### config.mk
export PLATFORM = sky130hd
export DESIGN_NAME = keypad_scanner
export DESIGN_NICKNAME = d
export VERILOG_FILES = /design/src/rtl/keypad_pkg.sv /design/src/rtl/scan_tick_gen.sv /design/src/rtl/keypad_scanner.sv
export SDC_FILE = /design/constraint.sdc
export NUM_CORES = 1
export LEC_CHECK = 0
export ABC_CLOCK_PERIOD_IN_PS = 5600
export CAP_MARGIN = 25
export CORE_UTILIZATION = 40
export DETAILED_ROUTE_END_ITERATION = 16
export SYNTH_ARGS = -nofsm -noshare
export SYNTH_HDL_FRONTEND = slang
export SYNTH_SLANG_ARGS = --single-unit
### constraint.sdc
create_clock -name clk -period 5.6 [get_ports clk]
set_input_delay 0.56 -clock clk [delete_from_list [all_inputs] [get_ports clk]]
set_output_delay 0.56 -clock clk [all_outputs]
set_load 0.01 [all_outputs]
### src/rtl/keypad_pkg.sv
// Shared types and the key code table for the 4x4 matrix keypad scanner.
package keypad_pkg;

    typedef enum logic [1:0] {
        IDLE,
        DEB_PRESS,
        HELD,
        DEB_RELEASE
    } state_t;

    typedef enum logic [1:0] {
        SCAN_NONE,
        SCAN_SINGLE,
        SCAN_MULTI
    } scan_res_t;

    // Entry k = row*4 + col lives in bits [k*4 +: 4].
    localparam logic [63:0] KEY_TABLE = {
        4'hD, 4'hF, 4'h0, 4'hE,
        4'hC, 4'h9, 4'h8, 4'h7,
        4'hB, 4'h6, 4'h5, 4'h4,
        4'hA, 4'h3, 4'h2, 4'h1
    };

    function automatic logic [3:0] key_code_of(input logic [3:0] key);
        return KEY_TABLE[{key, 2'b00} +: 4];
    endfunction

endpackage

### src/rtl/scan_tick_gen.sv
// One-cycle tick every DIV clocks; paces the column scan.
module scan_tick_gen #(
    parameter int DIV = 4
) (
    input  logic clk,
    input  logic reset,
    output logic tick
);
    localparam int CW = $clog2(DIV);

    logic [CW-1:0] cnt;

    assign tick = (cnt == CW'(DIV - 1));

    always_ff @(posedge clk) begin
        if (!reset)    cnt <= '0;
        else if (tick) cnt <= '0;
        else           cnt <= cnt + CW'(1);
    end

endmodule

### src/rtl/keypad_scanner.sv
// 4x4 keypad scanner: column drive, ghost-rejecting scan, debounce FSM and
// a one-deep output holding register with sticky overrun.
module keypad_scanner
    import keypad_pkg::*;
#(
    parameter int CLK_HZ         = 100_000_000,
    parameter int SCAN_HZ        = 1000,
    parameter int DEBOUNCE_SCANS = 20
) (
    input  logic       clk,
    input  logic       reset,
    input  logic [3:0] row,
    output logic [3:0] col,
    output logic [3:0] key_code,
    output logic       key_valid,
    input  logic       key_ack,
    output logic       overrun
);
    // CLK_HZ must be an integer multiple of SCAN_HZ with a ratio of at least 2.
    localparam int DIV   = CLK_HZ / SCAN_HZ;
    localparam int CNT_W = $clog2(DEBOUNCE_SCANS + 1);
    localparam logic [CNT_W-1:0] CNT_DONE = CNT_W'(DEBOUNCE_SCANS);
    localparam logic [CNT_W-1:0] CNT_ONE  = CNT_W'(1);

    logic       tick;
    logic [1:0] scan_col;
    logic [1:0] acc_hits, acc_r, acc_c;
    logic [3:0] low;
    logic [1:0] smp_r, smp_hits, sum_hits, pos_r, pos_c;
    logic [2:0] sum3;
    logic       scan_done;
    scan_res_t  scan_res;
    logic [3:0] scan_key;

    state_t           state, state_nx;
    logic [CNT_W-1:0] deb_cnt, cnt_nx, cnt_inc;
    logic [3:0]       cand, cand_nx;
    logic             accept;

    scan_tick_gen #(.DIV(DIV)) u_tick (
        .clk   (clk),
        .reset (reset),
        .tick  (tick)
    );

    assign col       = ~(4'b0001 << scan_col);
    assign scan_done = tick && (scan_col == 2'd3);

    // Hits saturate at 2: anything beyond one low row bit is already MULTI.
    always_comb begin
        low   = ~row;
        smp_r = '0;
        for (int i = 0; i < 4; i++)
            if (low[i]) smp_r = 2'(i);
        smp_hits = ($countones(low) > 1) ? 2'd2 : 2'($countones(low));
        sum3     = {1'b0, acc_hits} + {1'b0, smp_hits};
        sum_hits = (sum3 > 3'd2) ? 2'd2 : sum3[1:0];
        pos_r    = (acc_hits == 2'd0) ? smp_r    : acc_r;
        pos_c    = (acc_hits == 2'd0) ? scan_col : acc_c;
        scan_key = {pos_r, pos_c};
        case (sum_hits)
            2'd0:    scan_res = SCAN_NONE;
            2'd1:    scan_res = SCAN_SINGLE;
            default: scan_res = SCAN_MULTI;
        endcase
    end

    always_ff @(posedge clk) begin
        if (!reset) begin
            scan_col <= '0;
            acc_hits <= '0;
            acc_r    <= '0;
            acc_c    <= '0;
        end else if (tick) begin
            scan_col <= scan_col + 2'd1;
            if (scan_col == 2'd3) begin
                acc_hits <= '0;
            end else begin
                acc_hits <= sum_hits;
                acc_r    <= pos_r;
                acc_c    <= pos_c;
            end
        end
    end

    always_ff @(posedge clk) begin
        if (!reset) begin
            state   <= IDLE;
            deb_cnt <= '0;
            cand    <= '0;
        end else begin
            state   <= state_nx;
            deb_cnt <= cnt_nx;
            cand    <= cand_nx;
        end
    end

    // MULTI is handled exactly like NONE: only SCAN_SINGLE counts as a key.
    always_comb begin
        state_nx = state;
        cnt_nx   = deb_cnt;
        cand_nx  = cand;
        accept   = 1'b0;
        cnt_inc  = deb_cnt + CNT_ONE;
        if (scan_done) begin
            case (state)
                IDLE: begin
                    if (scan_res == SCAN_SINGLE) begin
                        cand_nx = scan_key;
                        if (CNT_ONE >= CNT_DONE) begin
                            accept   = 1'b1;
                            state_nx = HELD;
                            cnt_nx   = '0;
                        end else begin
                            state_nx = DEB_PRESS;
                            cnt_nx   = CNT_ONE;
                        end
                    end
                end
                DEB_PRESS: begin
                    if (scan_res == SCAN_SINGLE && scan_key == cand) begin
                        if (cnt_inc == CNT_DONE) begin
                            accept   = 1'b1;
                            state_nx = HELD;
                            cnt_nx   = '0;
                        end else begin
                            cnt_nx = cnt_inc;
                        end
                    end else begin
                        state_nx = IDLE;
                        cnt_nx   = '0;
                    end
                end
                HELD: begin
                    if (scan_res != SCAN_SINGLE) begin
                        state_nx = (CNT_ONE >= CNT_DONE) ? IDLE : DEB_RELEASE;
                        cnt_nx   = (CNT_ONE >= CNT_DONE) ? '0 : CNT_ONE;
                    end
                end
                DEB_RELEASE: begin
                    if (scan_res == SCAN_SINGLE) begin
                        state_nx = HELD;
                        cnt_nx   = '0;
                    end else if (cnt_inc == CNT_DONE) begin
                        state_nx = IDLE;
                        cnt_nx   = '0;
                    end else begin
                        cnt_nx = cnt_inc;
                    end
                end
                default: begin
                    state_nx = IDLE;
                    cnt_nx   = '0;
                end
            endcase
        end
    end

    // An ack in the acceptance cycle frees the slot for the new key.
    always_ff @(posedge clk) begin
        if (!reset) begin
            key_code  <= '0;
            key_valid <= 1'b0;
            overrun   <= 1'b0;
        end else if (accept && (!key_valid || key_ack)) begin
            key_code  <= key_code_of(cand);
            key_valid <= 1'b1;
        end else if (accept) begin
            overrun <= 1'b1;
        end else if (key_ack) begin
            key_valid <= 1'b0;
        end
    end

endmodule
==> summary.md <==
| Metric | Value |
|---|---|
| Ys flop type | dfxtp_1 |
| Die Y | about 80 um |
| Least-Margin Pin Slew | between 0.7 and 0.8 ns |
| Synth warnings | 0 |
| Final setup viols | 0 |
| Diode count | 0 |
| Via density | 5.27 |
| Total CTS buffers | 5 |
| VDD IR max | 0.000144 V |
| Global route total overflow | 0 |
| CORE AREA | 5680 um2 |
| Slew margin rel. | 0.480 |
| Total Routing Usage GR | 0.171 |
| Routed wire length | 4.81 mm |
| Final nets | 327 |
| Slew Limit Fails | 0 |
| CP endpoint kind | flip-flop |
| Final hold vios | 0 |
| Final period utilization | 0.847 |
| PwrDens | 196 nW/um2 |
| Final WS setup | 0.856 ns |
| F_max | 211 MHz |
| Worst Hold Class | flip-flop to flip-flop |
| Clock Latency Late Sink | 0.30 ns |
| First-pass GRT wire length | 8.47 mm |
| PortBufs | 16 |
| Hold bufs inserted after CTS | 0 |
| Max FO, Critical Path | 6 |
| Wire per inst | 12.8 um |
| Hpwl dp | 3.45 mm |
| Async S/R FF share, synth | 0 |
| CTS root buffer | clkbuf_8 |
| First-iteration detailed-routing DRC count | about 100 |
| Pre-CTS WS | 0.577 ns |
| Synthesis-stage register bit count | 42 |
| Sequential area share after synthesis | 0.348 |
| Max Cap Violations | 0 |
| Drt first pass iters | 4 |
| Site Rows | 27 |
| DIE AREA | around 6400 um2 |
| TritonCTS clock tree | built |
| P&R area growth vs syn | 12.8% |
| Sink Count | 42 |
| Clock-pin slew on the worst setup and hold paths | about 0.090 ns |
| Worst hold stages | 2 |
| Final Power | 0.533 mW |
| RSZ-0062 raised after global routing | no |
| CP peak stage delay | 0.62 ns |
| R2R cell count | 9 |
| Die Wd | 79.7 um |
| Crit-path slowest cell | nor4_2 |
| EDFF count, synth | 0 |
| Layout cells sized above 1 | 0.0660 |
| Via count | 1978 |
| H-Tree Depth | 2 |
| Initial antenna violation count | 0 |
| Post-Syn Area | 2420 um2 |
| Leak | 0.998 nW |
| Post-CTS Setup Inserts | 0 |
| Outcome | finished clean |
| Critical Path RT | 5.75 ns |
| Syn nets | 312 |
| Worst Path Arrival | 4.89 ns |
| Hold WS | 0.472 ns |
| Routability cong. | 0.791 |
| Tmin final | 4.74 ns |
| Vias in the first global route | approximately 1800 |
| Pin count of the biggest net entering global routing | 25 |
| Unique cell type count in the Yosys netlist | 48 |
| Setup_tns | 0 ns |
| Synth Area per Inst | 8.42 um2 |
| Synthesized instance count | between 200 and 300 |
| Maximum buffer depth of the clock tree | 2 |
| Crit-path cells | clkdlybuf4s50_1, fa_1, inv_1, ha_1, inv_1, ha_1, nor2_1, and2_1, ha_1, inv_1, fa_1, nand4b_1, a2111o_1, nand2b_1, nor4_2, mux2i_1, nor2_1 |
| # resized after CTS | 0 |
| Effective utilization at floorplan | 0.426 |
| # DRC | 0 |
| CP startpoint kind | input pin |
| Antenna-violating nets left | 0 |
| Critical path class | input pin to flip-flop |
| Top-Level Pins | 17 |
| Worst-case clock skew | 0.0147 ns |
worst max-delay path: cells and delay by family:
family	cells	cell delay, ns
multiplexers	1	0.26
AO/OA/AOI/OAI	1	0.41
adder cells (fa/ha/maj)	5	1.57
buffers and inverters	4	0.76
AND/OR/NAND/NOR	6	1.34
Yosys cell counts (2+ instances only):
library cell,instances,share of area
nor2_1,32,0.050
nand4b_1,2,0.0073
nand2b_1,3,0.0078
xnor2_1,4,0.014
or2_2,2,0.0052
nor3_1,4,0.0083
a21oi_1,21,0.044
clkbuf_1,7,0.011
ha_1,16,0.083
nor4_2,2,0.010
fa_1,2,0.017
o21ai_0,16,0.033
inv_1,19,0.030
o31ai_1,3,0.0093
a41o_1,2,0.0083
and3_1,5,0.013
nand2_1,30,0.047
nand4_1,9,0.023
dfxtp_1,42,0.35
nor2b_1,2,0.0052
nor4b_1,2,0.0073
o211ai_1,2,0.0062
xor2_1,12,0.044
or4b_4,2,0.011
nand3_1,9,0.019
mux2i_1,11,0.046
or3_1,5,0.013
cell type report:
cell class	count	area (um2)
flip-flops and latches	42	841
multi-input cells	217	1470
repair buffers	17	168
fillers	570	2950
inverters	19	71.3
clock inverters	2	13.8
clock buffers	6	72.6
well taps	72	90.1
registers in the layout, indices dropped and copies added, names as in the netlist:
register and flops:
u_tick.cnt 17, deb_cnt 5, cand 4, key_code 4
acc_c 2, acc_hits 2, acc_r 2, scan_col 2
state 2, key_valid 1, overrun 1
cells by family (layout without fill, tap and decap cells):
group,after synthesis,in the layout,share of synthesized area
compound gates,53,53,0.140
xor+xnor,16,16,0.0580
fa+ha+maj,18,18,0.0994
buf+inv,28,44,0.0440
flops,42,42,0.348
mux,12,12,0.0502
simple gates,118,118,0.260
layout by cell type (no fill, tap or decap), types with 2 or more instances in the layout:
cell	instances
a41o_1	2
xnor2_1	4
or2_2	2
dfxtp_1	42
o21ai_0	16
o211ai_1	2
a21oi_1	21
fa_1	2
nand2b_1	3
or4b_4	2
nand3_1	9
nor4_2	2
nand4_1	9
ha_1	16
or3_1	5
and3_1	5
nor4b_1	2
nand2_1	30
xor2_1	12
nand4b_1	2
nor2_1	32
nor3_1	4
mux2i_1	11
nor2b_1	2
inv_1	19
o31ai_1	3
clkdlybuf4s50_1	16
clkbuf_8	5
report_power, final:
group / switching, mW / leakage, nW / total (mW) / internal [mW]
Combinational: 0.0200 / 0.614 / 0.0341 / 0.0141
Clock: 0.109 / 0.0452 / 0.197 / 0.0881
Sequential: 0.00177 / 0.339 / 0.302 / 0.300
Total: 0.130 / 0.998 / 0.533 / 0.402
metrics by stage:
step | std cells | utilization | cell area (um2)
after floorplan | 287 | - | 2420
after global placement | 367 | 0.465 | 2640
after detailed placement | 367 | 0.465 | 2640
after CTS | 375 | 0.480 | 2730
after global routing | 375 | 0.480 | 2730
final | 375 | 0.480 | 2730
final timing paths:
check                              to  slack (ns)                     start
max          key_code[2]$_SDFFE_PN0P_        0.86                    row[3]
min              overrun$_SDFFE_PN0P_        0.47      overrun$_SDFFE_PN0P_
max reg2reg  key_code[2]$_SDFFE_PN0P_        2.44  acc_hits[0]$_SDFFE_PN0P_
min reg2reg      overrun$_SDFFE_PN0P_        0.47      overrun$_SDFFE_PN0P_
per-layer routing:
layer  track usage  up-vias  part of all wire
met2         0.272       33              0.46
met1         0.230      906              0.50
met5             0        -                 0
met3        0.0343        5             0.033
li1              -     1034                 -
met4        0.0545        0             0.011
Note: power is estimated with default switching activity, not from simulation.
